$ cat src/rtl/state_pack_cit__pack_polyvec__compress_serialize.sv
// -----------------------------------------------------------------------------
// state_pack_cit__pack_polyvec__compress_serialize
//
// Purpose:
//   Ciphertext PolyVec packing, the stage after the (x<<10)+Q/2 mask-add.
//   The block takes one group of four t values and computes
//   u_i = floor(t_i / KYBER_Q) & 0x3FF (10-bit compress) using a Barrett
//   reciprocal. It packs the four 10-bit results into 5 bytes in
//   polyvec_compress order and streams them out one byte per cycle.
//   Groups are counted per PolyVec so that the final byte of the vector
//   (KYBER_K*KYBER_N*10/8 bytes) can be flagged with oLast.
//
// Ports:
//   iClk           in   1        clock, rising edge
//   iRst           in   1        synchronous active-high reset
//   iPolyCoeffs_t0 in   i_Width  t value, coefficient 4g+0
//   iPolyCoeffs_t1 in   i_Width  t value, coefficient 4g+1
//   iPolyCoeffs_t2 in   i_Width  t value, coefficient 4g+2
//   iPolyCoeffs_t3 in   i_Width  t value, coefficient 4g+3
//   iValid         in   1        group present on t0..t3
//   oReady         out  1        block can accept a group
//   oByte          out  o_Width  packed output byte (0 when not valid)
//   oByteValid     out  1        oByte valid
//   iByteReady     in   1        consumer accepts the byte
//   oLast          out  1        last byte of the PolyVec
//   oRangeErr      out  1        sticky range error
//
// Build option:
//   KYBER_COMPRESS_CHECK_EN  when defined, oRangeErr sets on acceptance of a
//                            group with any t MSB high and stays set until
//                            iRst; otherwise oRangeErr is constant 0.
// -----------------------------------------------------------------------------
module state_pack_cit__pack_polyvec__compress_serialize #(
   parameter int KYBER_N   = 256,
   parameter int KYBER_K   = 2,
   parameter int KYBER_Q   = 3329,
   parameter int BARRETT_M = 2580335,
   parameter int BARRETT_S = 33,
   parameter int i_Width   = 24,
   parameter int o_Width   = 8
) (
   input  logic               iClk,
   input  logic               iRst,
   input  logic [i_Width-1:0] iPolyCoeffs_t0,
   input  logic [i_Width-1:0] iPolyCoeffs_t1,
   input  logic [i_Width-1:0] iPolyCoeffs_t2,
   input  logic [i_Width-1:0] iPolyCoeffs_t3,
   input  logic               iValid,
   output logic               oReady,
   output logic [o_Width-1:0] oByte,
   output logic               oByteValid,
   input  logic               iByteReady,
   output logic               oLast,
   output logic               oRangeErr
);

   localparam int U_W    = 10;
   localparam int PACK_W = 4 * U_W;
   localparam int BYTES  = PACK_W / o_Width;
   localparam int M_W    = $clog2(BARRETT_M + 1);
   localparam int PROD_W = i_Width + M_W;
   localparam int QUOT_W = PROD_W - BARRETT_S;
   localparam int Q_W    = $clog2(KYBER_Q + 1);
   localparam int CHK_W  = QUOT_W + Q_W;
   localparam int GROUPS = (KYBER_K * KYBER_N) / 4;
   localparam int GRP_W  = (GROUPS > 1) ? $clog2(GROUPS) : 1;

   typedef enum logic [1:0] {
      IDLE = 2'd0,
      DIV1 = 2'd1,
      DIV2 = 2'd2,
      EMIT = 2'd3
   } state_t;

   state_t state, next_state;

   logic [i_Width-1:0] t_p0 [4];
   logic [QUOT_W-1:0]  q_p1 [4];
   logic [PACK_W-1:0]  pack_p2;

   logic [2:0]         byte_idx;
   logic [GRP_W-1:0]   grp_cnt;

   logic accept;
   logic vld_p0, vld_p1, vld_p2;
   logic byte_xfer;
   logic last_byte;
   logic last_group;

   // Barrett quotient estimate floor(t*M / 2^S).
   function automatic logic [QUOT_W-1:0] barrett_quot(input logic [i_Width-1:0] t);
      return QUOT_W'((PROD_W'(t) * PROD_W'(BARRETT_M)) >> BARRETT_S);
   endfunction

   // Compress to 10 bits. A ceiling reciprocal can only overshoot, so a single
   // conditional decrement keeps the quotient exact across the full input
   // width; inside the normal operand range it never fires.
   function automatic logic [U_W-1:0] compress10(input logic [i_Width-1:0] t,
                                                  input logic [QUOT_W-1:0]  q_est);
      logic [QUOT_W-1:0] q;
      logic [CHK_W-1:0]  back;
      q    = q_est;
      back = CHK_W'(q) * CHK_W'(KYBER_Q);
      if (back > CHK_W'(t)) q = q - QUOT_W'(1);
      return q[U_W-1:0];
   endfunction

   assign accept     = (state == IDLE) && iValid;
   assign vld_p0     = (state == DIV1);
   assign vld_p1     = (state == DIV2);
   assign vld_p2     = (state == EMIT);
   assign byte_xfer  = vld_p2 && iByteReady;
   assign last_byte  = (byte_idx == 3'(BYTES - 1));
   assign last_group = (grp_cnt == GRP_W'(GROUPS - 1));

   always_ff @(posedge iClk) begin
      if (iRst) state <= IDLE;
      else      state <= next_state;
   end

   always_comb begin
      next_state = state;
      oReady     = 1'b0;
      oByteValid = 1'b0;
      oByte      = '0;
      oLast      = 1'b0;
      unique case (state)
         IDLE: begin
            oReady = 1'b1;
            if (iValid) next_state = DIV1;
         end
         DIV1: next_state = DIV2;
         DIV2: next_state = EMIT;
         EMIT: begin
            oByteValid = 1'b1;
            oByte      = pack_p2[o_Width-1:0];
            oLast      = last_byte && last_group;
            if (iByteReady && last_byte) next_state = IDLE;
         end
         default: next_state = IDLE;
      endcase
   end

   // ---- stage p0: capture the accepted group ----
   always_ff @(posedge iClk) begin
      if (accept) begin
         t_p0[0] <= iPolyCoeffs_t0;
         t_p0[1] <= iPolyCoeffs_t1;
         t_p0[2] <= iPolyCoeffs_t2;
         t_p0[3] <= iPolyCoeffs_t3;
      end
   end

   // ---- stage p1: reciprocal multiply and shift ----
   always_ff @(posedge iClk) begin
      if (vld_p0) begin
         for (int i = 0; i < 4; i++) q_p1[i] <= barrett_quot(t_p0[i]);
      end
   end

   // ---- stage p2: compress, pack {u3,u2,u1,u0}, then shift out LSB-first ----
   always_ff @(posedge iClk) begin
      if (vld_p1) begin
         pack_p2 <= {compress10(t_p0[3], q_p1[3]), compress10(t_p0[2], q_p1[2]),
                     compress10(t_p0[1], q_p1[1]), compress10(t_p0[0], q_p1[0])};
      end else if (byte_xfer) begin
         pack_p2 <= pack_p2 >> o_Width;
      end
   end

   always_ff @(posedge iClk) begin
      if (iRst) begin
         byte_idx <= '0;
         grp_cnt  <= '0;
      end else if (byte_xfer) begin
         if (last_byte) begin
            byte_idx <= '0;
            grp_cnt  <= last_group ? '0 : grp_cnt + GRP_W'(1);
         end else begin
            byte_idx <= byte_idx + 3'd1;
         end
      end
   end

`ifdef KYBER_COMPRESS_CHECK_EN
   logic range_err;

   always_ff @(posedge iClk) begin
      if (iRst) begin
         range_err <= 1'b0;
      end else if (accept && (iPolyCoeffs_t0[i_Width-1] || iPolyCoeffs_t1[i_Width-1] ||
                              iPolyCoeffs_t2[i_Width-1] || iPolyCoeffs_t3[i_Width-1])) begin
         range_err <= 1'b1;
      end
   end

   assign oRangeErr = range_err;
`else
   assign oRangeErr = 1'b0;
`endif

endmodule

$ cat config.mk
export PLATFORM = sky130hd
export DESIGN_NAME = state_pack_cit__pack_polyvec__compress_serialize
export DESIGN_NICKNAME = d
export VERILOG_FILES = /design/src/rtl/state_pack_cit__pack_polyvec__compress_serialize.sv
export SDC_FILE = /design/constraint.sdc
export NUM_CORES = 2
export LEC_CHECK = 0
export CAP_MARGIN = 10
export CORE_AREA = 2 2 306 308
export CTS_BUF_LIST = sky130_fd_sc_hd__clkbuf_4
export CTS_CLUSTER_SIZE = 14
export DETAILED_ROUTE_END_ITERATION = 10
export DIE_AREA = 0 0 308 310
export GPL_ROUTABILITY_DRIVEN = 0
export PLACE_DENSITY_LB_ADDON = 0.25
export SLEW_MARGIN = 5
export SYNTH_ARGS = -nofsm -noshare
export SYNTH_HDL_FRONTEND = slang
export SYNTH_SLANG_ARGS = --single-unit
$ cat constraint.sdc
create_clock -name iClk -period 6.9 [get_ports iClk]
set_input_delay 2.07 -clock iClk [delete_from_list [all_inputs] [get_ports iClk]]
set_output_delay 2.07 -clock iClk [all_outputs]
set_load 0.02 [all_outputs]
==> results_dict.tcl <==
set metrics [dict create \
    worst_hold_slack_ns 0.491 \
    overflow 0 \
    r2r_slack_ns -0.10 \
    slew_headroom 0.390 \
    clock-sinks 200 \
    grt_pass1_wl_um 212000 \
    fin_ws_ns -0.104 \
    synth_top_area_share 0.382 \
    dieArea_um2 95500 \
    cp.buffers_inverters 7 \
    drive_gt1_frac 0.133 \
    reg2regPathDepth 25 \
    endpoint_kind "register" \
    tns_ns -0.501 \
    failed_checks "negative setup slack" \
    synth_area_leaders "fa_1 (38%), ha_1 (28%), inv_1 (12%)" \
    cts.clk_slew.worst_paths_ns 0.21 \
    area.growth.synth_to_final_pct 14.4 \
    antenna_found_initial 2 \
    fillers 6873 \
    postSynthAreaPerCell_um2 10.5 \
    synth-warning-count 0 \
    finalSetupViolCount 7 \
    crit_cells 25 \
    multi_input_area_um2 43700 \
    status "finished, violations left" \
    cp.arrival_ns 7.67 \
    synth_enable_flop_cells 188 \
    final.period_utilization 1.02 \
    route.vias.total 37300 \
    hold_path_class "reg2reg" \
    drtPass1Iterations 5 \
    worstSetupStartpoint "t_p0[2][11]" \
    use_met3 0.0394 \
    seq_area_frac_synth 0.107 \
    crit_path_max_incr_delay_ns 0.58 \
    start_util 0.594 \
    die_w_um 308 \
    drt_iter0_markers 1991 \
    yosys-top-cells-count "inv_1 (1,722), ha_1 (1,232), fa_1 (1,048)" \
    synth.most_common_cell "inv_1" \
    ant_nets 0 \
    synth-seq-cells 200 \
    cpLargestDelayFamily "adder cells" \
    cts_tree "done" \
    syn_nets 7590 \
    viasPerCell 5.30 \
    use_met2 0.507 \
    syn-cell-area_um2 55000 \
    slew_violations 0 \
    place_ws_ns -0.614 \
    synth_ff_type "edfxtp_1" \
    grt_start_max_net_pins 59 \
    layout.nets 8203 \
    synthesis.instances 5210 \
    tightest_slew_ns 0.912 \
    slowest_stage "edfxtp_1" \
    final_hold_viol_count 0 \
    grt_util_met1 0.375 \
    std_cell_rows 112 \
    fmax_mhz 143 \
    critPathLaunchType "register" \
    min_period_ns 7.00 \
    pin_count 112 \
    r2r_start "t_p0[2][11]" \
    clockBufferDepth 2 \
    crit_top_cell "fa_1" \
    worstSetupEndpoint "q_p1[2][12]" \
    worstPathMaxFanout 5 \
    synth_area_leader_cell "fa_1" \
    worst_skew_pair.late_latency_ns 0.89 \
    htreeDepth 4 \
    rsz0062_at_grt "true" \
    post-route-drc-count 0 \
    ys_types 71 \
    crit_required_ns 7.56 \
    skew_ns 0.0332 \
    async_reset_ff_frac 0 \
    core-area_um2 92500 \
    portBuffers 110 \
    cts_hold_buf 0 \
    r2r_end "q_p1[2][12]" \
    hpwlAfterDp_um 116000 \
    grt_pass1_vias 41200 \
    cts-root-buf "clkbuf_4" \
    die_y_um 310 \
    grt_usage 0.288 \
    seq_area_um2 5890 \
    grt-busiest-layer "met2" \
    critPathKind "reg2reg" \
    wl_per_cell_um 18.8 \
    utilization 0.680 \
    cts-buffers-inserted 17 \
    wl_um 133000 \
    cap_violations 0 \
]
[flip-flops by register name (all words and copies together), names as in the netlist]
signal	flops
byte_idx	3
grp_cnt	7
pack_p2	40
q_p1	52
state	2
t_p0	96
[layer usage]
layer | vias to the layer above | share of wire
met4 | 0 | 0.027
li1 | 17400 | -
met5 | - | 0
met1 | 18700 | 0.42
met3 | 211 | 0.050
met2 | 909 | 0.50
[through the flow]
step | cells | cell area, µm²
6_report | 7036 | 62900
5_1_grt | 7036 | 62900
4_1_cts | 6956 | 61300
3_5_place_dp | 6891 | 60500
3_3_place_gp | 6891 | 60500
2_1_floorplan | 5210 | 55000
[logic make-up (layout without fill, tap and decap cells)]
| logic type | Yosys count | count (layout) | synth area share |
|---|---|---|---|
| AOI/OAI and AO/OA | 428 | 428 | 0.0506 |
| buffers and inverters | 1735 | 2361 | 0.119 |
| other | 1 | 4 | 0.0000682 |
| adders and majority gates | 2280 | 2280 | 0.662 |
| xor gates and xnor gates | 128 | 128 | 0.0204 |
| and+or+nand+nor | 425 | 425 | 0.0384 |
| DFF | 200 | 200 | 0.107 |
| muxes | 13 | 13 | 0.00253 |
[worst reg2reg max path, delay by kind of cell, from the launching register on]
kind,cells,cell delay (ns)
adder cells (fa/ha/maj),8,3.91
AO/OA/AOI/OAI,5,0.79
buffers and inverters,7,0.75
AND/OR/NAND/NOR,4,0.67
flip-flops,1,0.58
XOR/XNOR,1,0.09
[layout by cell type (no fill, tap or decap), drive strengths merged, types with 40 or more instances in the layout]
master and n:
nand4 40, clkdlybuf4s50 110, nand3 44, a21oi 133, a21o 61, inv 1730
buf 497, ha 1232, nand2 80, nor2 114, fa 1048, xnor2 92
edfxtp 188, o21ai 81
[layout make-up]
class / instances / share of cell area
diodes: 3 / 0.000119
clock buffers: 17 / 0.00203
clock inverters: 15 / 0.00243
inverters: 1722 / 0.103
multi-input cells: 3275 / 0.695
flip-flops and latches: 200 / 0.0936
well taps: 1197 / 0.0238
repair buffers: 607 / 0.0799
[worst min path at each step]
stage / from / endpoint / slack, ns / cells past startpoint
2_1_floorplan: byte_idx[1] / byte_idx[1] / 0.45 / 2
4_1_cts: byte_idx[1] / byte_idx[1] / 0.49 / 2
3_5_place_dp: byte_idx[1] / byte_idx[1] / 0.47 / 2
5_1_grt: grp_cnt[1] / grp_cnt[1] / 0.54 / 2
3_3_place_gp: byte_idx[1] / byte_idx[1] / 0.46 / 2
6_report: byte_idx[1] / byte_idx[1] / 0.49 / 2
[repair_timing]
action | in CTS | in global routing
pin swaps | 60 | 227
buffers inserted | 34 | 78
resized for setup | 79 | 238
setup endpoints to repair | 49 | 72
gates cloned | 0 | 0
Power is not shown: default switching activity piles up to over one toggle a cycle in this logic, so the estimate is an artifact.
